File: config.mk
export PLATFORM = sky130hd
export DESIGN_NAME = bus_wr_fifo_flat
export DESIGN_NICKNAME = d
export VERILOG_FILES = /design/src/rtl/bus_wr_fifo_pkg.sv /design/src/rtl/bus_wr_fifo_if.sv /design/src/rtl/bus_wr_fifo_ram.sv /design/src/rtl/bus_wr_fifo.sv /design/src/flat_wrapper.sv
export SDC_FILE = /design/constraint.sdc
export NUM_CORES = 2
export LEC_CHECK = 0
export BUFFER_PORTS_ARGS = -buffer_cell sky130_fd_sc_hd__buf_4
export CAP_MARGIN = 20
export CORE_UTILIZATION = 30
export DETAILED_ROUTE_END_ITERATION = 6
export PLACE_DENSITY = 0.41
export SLEW_MARGIN = 10
export SYNTH_ARGS = -nofsm -noshare
export SYNTH_HDL_FRONTEND = slang
export SYNTH_SLANG_ARGS = --single-unit
File: constraint.sdc
create_clock -name i_Bus_Clk -period 10.91 [get_ports i_Bus_Clk]
set_input_delay 0.5455 -clock i_Bus_Clk [delete_from_list [all_inputs] [get_ports i_Bus_Clk]]
set_output_delay 0.5455 -clock i_Bus_Clk [all_outputs]
set_load 0.005 [all_outputs]
File: src/rtl/bus_wr_fifo_pkg.sv
// Register map and STATUS/CTRL layout shared by the bus-writable FIFO and its bench.
package bus_wr_fifo_pkg;

  typedef enum logic [1:0] {
    REG_DATA   = 2'd0,
    REG_STATUS = 2'd1,
    REG_CTRL   = 2'd2,
    REG_RSVD   = 2'd3
  } reg_sel_e;

  localparam int ST_OVF_BIT       = 15;
  localparam int ST_FULL_BIT      = 14;
  localparam int ST_EMPTY_BIT     = 13;
  localparam int ST_CNT_W         = 13;
  localparam int CTRL_FLUSH_BIT   = 0;
  localparam int CTRL_CLR_OVF_BIT = 1;

  function automatic logic [15:0] status_word(input logic ovf, input logic full,
                                              input logic empty, input logic [ST_CNT_W-1:0] cnt);
    logic [15:0] w;
    w                 = '0;
    w[ST_CNT_W-1:0]   = cnt;
    w[ST_EMPTY_BIT]   = empty;
    w[ST_FULL_BIT]    = full;
    w[ST_OVF_BIT]     = ovf;
    return w;
  endfunction

endpackage

File: src/rtl/bus_wr_fifo_if.sv
// Bus register port plus the valid/ready drain stream of the bus-writable FIFO.
interface bus_wr_fifo_if;
    logic        i_Bus_CS;
    logic        i_Bus_Wr_Rd_n;
    logic [15:0] i_Bus_Addr8;
    logic [15:0] i_Bus_Wr_Data;
    logic [15:0] o_Bus_Rd_Data;
    logic        o_Bus_Rd_DV;
    logic [15:0] o_Rd_Data;
    logic        o_Rd_DV;
    logic        i_Rd_Ready;

    modport slave (
        input  i_Bus_CS, i_Bus_Wr_Rd_n, i_Bus_Addr8, i_Bus_Wr_Data, i_Rd_Ready,
        output o_Bus_Rd_Data, o_Bus_Rd_DV, o_Rd_Data, o_Rd_DV
    );

    modport master (
        output i_Bus_CS, i_Bus_Wr_Rd_n, i_Bus_Addr8, i_Bus_Wr_Data, i_Rd_Ready,
        input  o_Bus_Rd_Data, o_Bus_Rd_DV, o_Rd_Data, o_Rd_DV
    );
endinterface

File: src/rtl/bus_wr_fifo_ram.sv
// Simple dual-port RAM, one write port and one registered read port on a single clock.
module bus_wr_fifo_ram #(
    parameter int WIDTH = 16,
    parameter int DEPTH = 256,
    parameter int AW    = $clog2(DEPTH)
) (
    input  logic             clk_i,
    input  logic             wr_en_i,
    input  logic [AW-1:0]    wr_addr_i,
    input  logic [WIDTH-1:0] wr_data_i,
    input  logic             rd_en_i,
    input  logic [AW-1:0]    rd_addr_i,
    output logic [WIDTH-1:0] rd_data_o
);

    logic [WIDTH-1:0] mem_q [DEPTH];
    logic [WIDTH-1:0] rd_data_q;

    // Read data only updates on rd_en, so an unconsumed word stays parked here.
    always_ff @(posedge clk_i) begin
        if (wr_en_i) mem_q[wr_addr_i] <= wr_data_i;
        if (rd_en_i) rd_data_q <= mem_q[rd_addr_i];
    end

    assign rd_data_o = rd_data_q;

endmodule

File: src/rtl/bus_wr_fifo.sv
// Bus-writable FIFO: CPU pushes words through a DATA register, fabric drains via valid/ready.
module bus_wr_fifo
    import bus_wr_fifo_pkg::*;
#(
    parameter int DEPTH = 256
) (
    input  logic          i_Bus_Clk,
    input  logic          i_Bus_Rst_L,
    bus_wr_fifo_if.slave  bus
);

    localparam int PTR_W = $clog2(DEPTH);
    localparam int CNT_W = PTR_W + 1;

    logic [PTR_W-1:0] wptr_q, wptr_d, rptr_q, rptr_d;
    logic [CNT_W-1:0] count_q, count_d, unread;
    logic             out_vld_q, out_vld_d, ram_vld_q, ram_vld_d, ovf_q, ovf_d;
    logic [15:0]      out_data_q, out_data_d, ram_rdata;
    logic             bus_dv_q, bus_dv_d;
    logic [15:0]      bus_data_q, bus_data_d;

    logic     wr_stb, rd_stb, push_req, push_ok, flush, clr_ovf, full, pop, load_out, rd_en;
    reg_sel_e sel;
    logic     unused_addr;

    assign wr_stb   = bus.i_Bus_CS &  bus.i_Bus_Wr_Rd_n;
    assign rd_stb   = bus.i_Bus_CS & ~bus.i_Bus_Wr_Rd_n;
    assign sel      = reg_sel_e'(bus.i_Bus_Addr8[2:1]);
    assign unused_addr = ^{bus.i_Bus_Addr8[15:3], bus.i_Bus_Addr8[0]};

    assign push_req = wr_stb && (sel == REG_DATA);
    assign flush    = wr_stb && (sel == REG_CTRL) && bus.i_Bus_Wr_Data[CTRL_FLUSH_BIT];
    assign clr_ovf  = wr_stb && (sel == REG_CTRL) && bus.i_Bus_Wr_Data[CTRL_CLR_OVF_BIT];
    assign full     = (count_q == CNT_W'(DEPTH));
    assign push_ok  = push_req && !full && !flush;
    assign pop      = out_vld_q && bus.i_Rd_Ready;

    // Two-stage prefetch: the RAM read register holds the next word so a pop can refill
    // the output register on the same edge, giving one word per cycle.
    assign unread   = count_q - CNT_W'(out_vld_q) - CNT_W'(ram_vld_q);
    assign load_out = ram_vld_q && (!out_vld_q || pop);
    assign rd_en    = (unread != '0) && (!ram_vld_q || load_out);

    bus_wr_fifo_ram #(.WIDTH(16), .DEPTH(DEPTH)) u_ram (
        .clk_i     (i_Bus_Clk),
        .wr_en_i   (push_ok),
        .wr_addr_i (wptr_q),
        .wr_data_i (bus.i_Bus_Wr_Data),
        .rd_en_i   (rd_en),
        .rd_addr_i (rptr_q),
        .rd_data_o (ram_rdata)
    );

    always_comb begin
        wptr_d     = wptr_q;
        rptr_d     = rptr_q;
        count_d    = count_q + CNT_W'(push_ok) - CNT_W'(pop);
        out_vld_d  = out_vld_q;
        out_data_d = out_data_q;
        ram_vld_d  = rd_en || (ram_vld_q && !load_out);
        ovf_d      = ovf_q;

        if (push_ok) wptr_d = wptr_q + PTR_W'(1);
        if (rd_en)   rptr_d = rptr_q + PTR_W'(1);

        if (load_out) begin
            out_vld_d  = 1'b1;
            out_data_d = ram_rdata;
        end else if (pop) begin
            out_vld_d  = 1'b0;
        end

        if (push_req && full) ovf_d = 1'b1;
        else if (clr_ovf)     ovf_d = 1'b0;

        if (flush) begin
            wptr_d    = '0;
            rptr_d    = '0;
            count_d   = '0;
            out_vld_d = 1'b0;
            ram_vld_d = 1'b0;
        end

        // STATUS is captured from next-state so it includes the strobe edge itself.
        bus_dv_d   = rd_stb;
        bus_data_d = '0;
        if (rd_stb && (sel == REG_STATUS))
            bus_data_d = status_word(ovf_d, count_d == CNT_W'(DEPTH), count_d == '0,
                                     ST_CNT_W'(count_d));
    end

    always_ff @(posedge i_Bus_Clk or negedge i_Bus_Rst_L) begin
        if (!i_Bus_Rst_L) begin
            wptr_q     <= '0;
            rptr_q     <= '0;
            count_q    <= '0;
            out_vld_q  <= 1'b0;
            out_data_q <= '0;
            ram_vld_q  <= 1'b0;
            ovf_q      <= 1'b0;
            bus_dv_q   <= 1'b0;
            bus_data_q <= '0;
        end else begin
            wptr_q     <= wptr_d;
            rptr_q     <= rptr_d;
            count_q    <= count_d;
            out_vld_q  <= out_vld_d;
            out_data_q <= out_data_d;
            ram_vld_q  <= ram_vld_d;
            ovf_q      <= ovf_d;
            bus_dv_q   <= bus_dv_d;
            bus_data_q <= bus_data_d;
        end
    end

    assign bus.o_Rd_DV       = out_vld_q;
    assign bus.o_Rd_Data     = out_data_q;
    assign bus.o_Bus_Rd_DV   = bus_dv_q;
    assign bus.o_Bus_Rd_Data = bus_data_q;

endmodule
File: src/flat_wrapper.sv
// flat-port wrapper written by rule: the top's interface ports become plain ports
module bus_wr_fifo_flat import bus_wr_fifo_pkg::*;
#(
    parameter int DEPTH = 256
)
  (i_Bus_Clk, i_Bus_Rst_L, bus_i_Bus_CS, bus_i_Bus_Wr_Rd_n, bus_i_Bus_Addr8, bus_i_Bus_Wr_Data, bus_i_Rd_Ready, bus_o_Bus_Rd_Data, bus_o_Bus_Rd_DV, bus_o_Rd_Data, bus_o_Rd_DV);
  bus_wr_fifo_if bus_i ();
  input  logic i_Bus_Clk;
  input  logic i_Bus_Rst_L;
  input wire logic [$bits(bus_i.i_Bus_CS)-1:0] bus_i_Bus_CS;
  input wire logic [$bits(bus_i.i_Bus_Wr_Rd_n)-1:0] bus_i_Bus_Wr_Rd_n;
  input wire logic [$bits(bus_i.i_Bus_Addr8)-1:0] bus_i_Bus_Addr8;
  input wire logic [$bits(bus_i.i_Bus_Wr_Data)-1:0] bus_i_Bus_Wr_Data;
  input wire logic [$bits(bus_i.i_Rd_Ready)-1:0] bus_i_Rd_Ready;
  output wire logic [$bits(bus_i.o_Bus_Rd_Data)-1:0] bus_o_Bus_Rd_Data;
  output wire logic [$bits(bus_i.o_Bus_Rd_DV)-1:0] bus_o_Bus_Rd_DV;
  output wire logic [$bits(bus_i.o_Rd_Data)-1:0] bus_o_Rd_Data;
  output wire logic [$bits(bus_i.o_Rd_DV)-1:0] bus_o_Rd_DV;
  assign bus_i.i_Bus_CS = bus_i_Bus_CS;
  assign bus_i.i_Bus_Wr_Rd_n = bus_i_Bus_Wr_Rd_n;
  assign bus_i.i_Bus_Addr8 = bus_i_Bus_Addr8;
  assign bus_i.i_Bus_Wr_Data = bus_i_Bus_Wr_Data;
  assign bus_i.i_Rd_Ready = bus_i_Rd_Ready;
  assign bus_o_Bus_Rd_Data = bus_i.o_Bus_Rd_Data;
  assign bus_o_Bus_Rd_DV = bus_i.o_Bus_Rd_DV;
  assign bus_o_Rd_Data = bus_i.o_Rd_Data;
  assign bus_o_Rd_DV = bus_i.o_Rd_DV;
  bus_wr_fifo #(.DEPTH(DEPTH)) u_core (.i_Bus_Clk(i_Bus_Clk), .i_Bus_Rst_L(i_Bus_Rst_L), .bus(bus_i));
endmodule
==> run metrics <==
clk sink count 4,169; Fin. Hold Viols 0; Leakage 58.5 nW; router iterations before antenna repair 5; setup_tns 0 ns; Final Max Slew Viols 0; Area after DPL 173,000 um^2; critical path startpoint category register; IO Port Bufs 52; routed len/inst 34.5 um; status finished, final reports clean; WL met1 around 240 mm; mapped cell area 161,000 um^2; max-cap viol count 0; DR WL met2 253 mm; Post-Syn Instances about 7,500; Final GP Congestion 0.777; number of global-route vias before repair 82,300; CP required 11.64 ns; Synth async-reset ratio 1.37%; routed wire length 538 mm; register area share after synthesis 77.6%; worst hold path class in -> reg; FF+latch count, synth 4,169; grt total ovfl 0; maximum operating frequency 169 MHz; crit path max fanout 36; warnings from Yosys 0; DR iter-0 viols 8,884; hpwl dp 325 mm; Gate power share 25.5%; switching part of the total 32.0%; Clk Latency, worst-skew pair 1.03 ns; post-synth cell types 82; fin crit period 5.90 ns; row count about 270; Clock Pin Slew Worst Setup and Hold Paths 0.06 ns; Clk pwr share 34.3%; Remaining DRCs 0; Psw 14.4 mW; final setup fails 0; post-CTS sizing 0; post-layout worst setup margin 5.01 ns; largest net degree at the start of global routing 130; final net count around 8,100; Hold WS 0.0416 ns; total vias in the final route 81,600; Via density around 5.2; CTS tree built; design area 188,000 um^2; met3 WL roughly 33 mm; global-route wire length before repair 728 mm; P&R area growth vs syn 16.6%; Final ANT Viol Nets 0; dpl ws 5.02 ns; Slew HR 12.9%; Sequential Power Share 40.2%; synthesized area per cell about 22 um^2; H-tree depth 5; Placeable Area 533,000 um^2; share of post-route cells with drive strength above 1 between 20% and 30%; skew final 0.0869 ns; crit path kind reg -> reg; worst slew pin tran approximately 1.3 ns; DR top layer met5; critical path arrival 6.63 ns; ys flop type edfxtp_1; CP endpoint kind register; P_int 30.6 mW; I/O pins 71; fin crit share 54.1%; RSZ-0062 raised after global routing no; chip width around 730 um; PnR Total Power 45.0 mW; Clock Root Buffer clkbuf_16; initial antenna violation count 46; GR Util All Layers roughly a fifth; worst vdd rail ir drop 0.212 mV; clock buffer depth 4; Post-synth EDFFs a little over 4,000; Die Y 735 um; DIE AREA between 500,000 and 600,000 um^2; Starting Density 30.2%; # fillers roughly 50,000; power density cells 240 nW/um^2; CTS Buf Count 455
-- registers in the layout, indices dropped and copies added, names as in the netlist --
| signal | flops |
|---|---|
| u_core.bus.o_Bus_Rd_DV | 1 |
| u_core.bus.o_Bus_Rd_Data | 12 |
| u_core.bus.o_Rd_DV | 1 |
| u_core.bus.o_Rd_Data | 16 |
| u_core.count_q | 9 |
| u_core.ovf_q | 1 |
| u_core.ram_vld_q | 1 |
| u_core.rptr_q | 8 |
| u_core.u_ram.mem_q | 4096 |
| u_core.u_ram.rd_data_o | 16 |
| u_core.wptr_q | 8 |
-- logic make-up (layout without fill, tap and decap cells) --
family                   count (synthesis)  count (layout)  share of synthesized area (%)
other                                    1              18                        0.00233
flip-flops                            4169            4169                           77.6
XOR/XNOR                                13              13                         0.0707
buffers and inverters                  475            1422                           1.74
AND/OR/NAND/NOR                        703             703                           1.96
AO/OA/AOI/OAI                          819             819                           3.64
multiplexers                          1276            1276                           14.8
adder cells (fa/ha/maj)                 27              27                          0.219
-- power by group through the flow --
stage | clock, mW | combinational, mW | sequential, mW
finish | 15.5 | 11.5 | 18.1
detailed placement | 0 | 11.6 | 18.4
floorplan | 0 | 6.36 | 18.1
global placement | 0 | 11.6 | 18.4
CTS | 15.8 | 11.6 | 18.1
global route | 16.4 | 11.9 | 18.1
-- per-stage QoR --
step,instances,utilization (%)
2_1_floorplan,7486,-
3_3_place_gp,14700,32.3
3_5_place_dp,14700,32.4
4_1_cts,15600,35.2
5_1_grt,15600,35.2
6_report,15600,35.2
-- cells in the mapped netlist, types with 7 or more instances --
master	instances	area share, %
edfxtp_1	4112	77
mux4_2	857	12
mux2i_1	369	2.3
nor2_1	288	0.67
clkbuf_1	169	0.39
a22oi_1	165	0.77
nand2_1	164	0.38
a21oi_1	138	0.43
buf_2	133	0.41
a221oi_1	78	0.42
nand3_1	72	0.22
a211oi_1	70	0.33
nor3_1	70	0.22
o21ai_0	67	0.21
o22ai_1	58	0.23
dfrtp_1	57	0.89
buf_4	55	0.26
buf_6	48	0.34
a22o_1	41	0.22
o221ai_1	38	0.21
mux2_2	32	0.22
a31oi_1	30	0.12
ha_1	25	0.19
inv_1	25	0.058
nor2b_1	25	0.097
buf_8	20	0.19
buf_1	18	0.042
mux4_1	18	0.29
o211ai_1	18	0.084
nand4_1	17	0.066
o2111ai_1	12	0.065
a221o_1	10	0.062
o32ai_1	10	0.054
and2_1	9	0.035
nand2b_1	9	0.035
a311oi_1	8	0.044
o31ai_1	8	0.037
a2111oi_0	7	0.038
a211o_1	7	0.038
and3_1	7	0.027
xor2_1	7	0.038
-- metal layers --
metal  up-vias  global-route usage, %
li1      32800                      -
met3       628                   2.89
met1     45400                   27.9
met5         -                      0
met2      2779                   31.3
met4         8                   4.70
-- cells in the final DEF (no fill, tap or decap), types with 17 or more instances in the layout --
cell type         n
mux4_1           18
bufinv_16        49
dfrtp_1          50
o211ai_1         18
a22oi_1         165
clkinv_2         94
clkbuf_16       458
o21ai_0          65
a211oi_1         68
nand2_1         152
nor2_1          132
nor2_2          146
nor3_2           50
o22ai_1          58
buf_8            37
o221ai_1         38
mux2_2           32
a221oi_1         77
clkinv_1         90
a22o_1           41
nor2b_1          19
mux4_2          857
a31oi_1          30
buf_12           22
buf_4           472
mux2i_1         369
clkbuf_1         93
a21oi_1         137
dlygate4sd3_1    17
nand3_1          69
nand4_1          17
nor3_1           20
edfxtp_1       4112
inv_1            24
clkbuf_8         20
ha_1             25
-- path summary, 6_finish.rpt --
path,from,to,slack [ns],depth (start not counted)
worst max-delay path,u_core.rptr_q[0]$_DFFE_PN0P_,u_core.u_ram.rd_data_o[11]$_DFFE_PP_,5.01,8
min in group asynchronous,i_Bus_Rst_L,u_core.count_q[1]$_DFF_PN0_,0.20,2
worst min-delay path,bus_i_Bus_Wr_Data[8],u_core.u_ram.mem_q[93][8]$_DFFE_PP_,0.04,1
max in group asynchronous,i_Bus_Rst_L,u_core.rptr_q[3]$_DFFE_PN0P_,9.98,2
worst min register to register,u_core.bus.o_Rd_Data[7]$_DFFE_PN0P_,u_core.bus.o_Rd_Data[7]$_DFFE_PN0P_,0.52,1
worst max register to register,u_core.rptr_q[0]$_DFFE_PN0P_,u_core.u_ram.rd_data_o[11]$_DFFE_PP_,5.01,8
-- worst max-delay path, stage by stage (launching register included) --
cell and delay [ns]:
dfrtp_4 1.16, buf_4 0.51, buf_4 0.69, mux4_2 0.59
a22o_1 0.29, a221oi_1 0.87, o22ai_1 0.41, o311ai_1 0.84
o31ai_1 0.17
-- cell type report --
type                    count  area (um^2)  share of cell area [%]
diodes                     14         35.0                  0.0187
clock buffers             571        12100                    6.43
clock inverters           270         2760                    1.47
inverters                  28          115                  0.0613
multi-input cells        2842        34200                    18.2
flip-flops and latches   4169       125000                    66.5
well taps                7155         8950                    4.77
repair buffers            553         4790                    2.55
-- repair_timing --
action                    CTS  global route
hold buffers               17             0
hold endpoints to repair  394             0
buffers inserted            0             0
(Power assumes the default switching activity.)
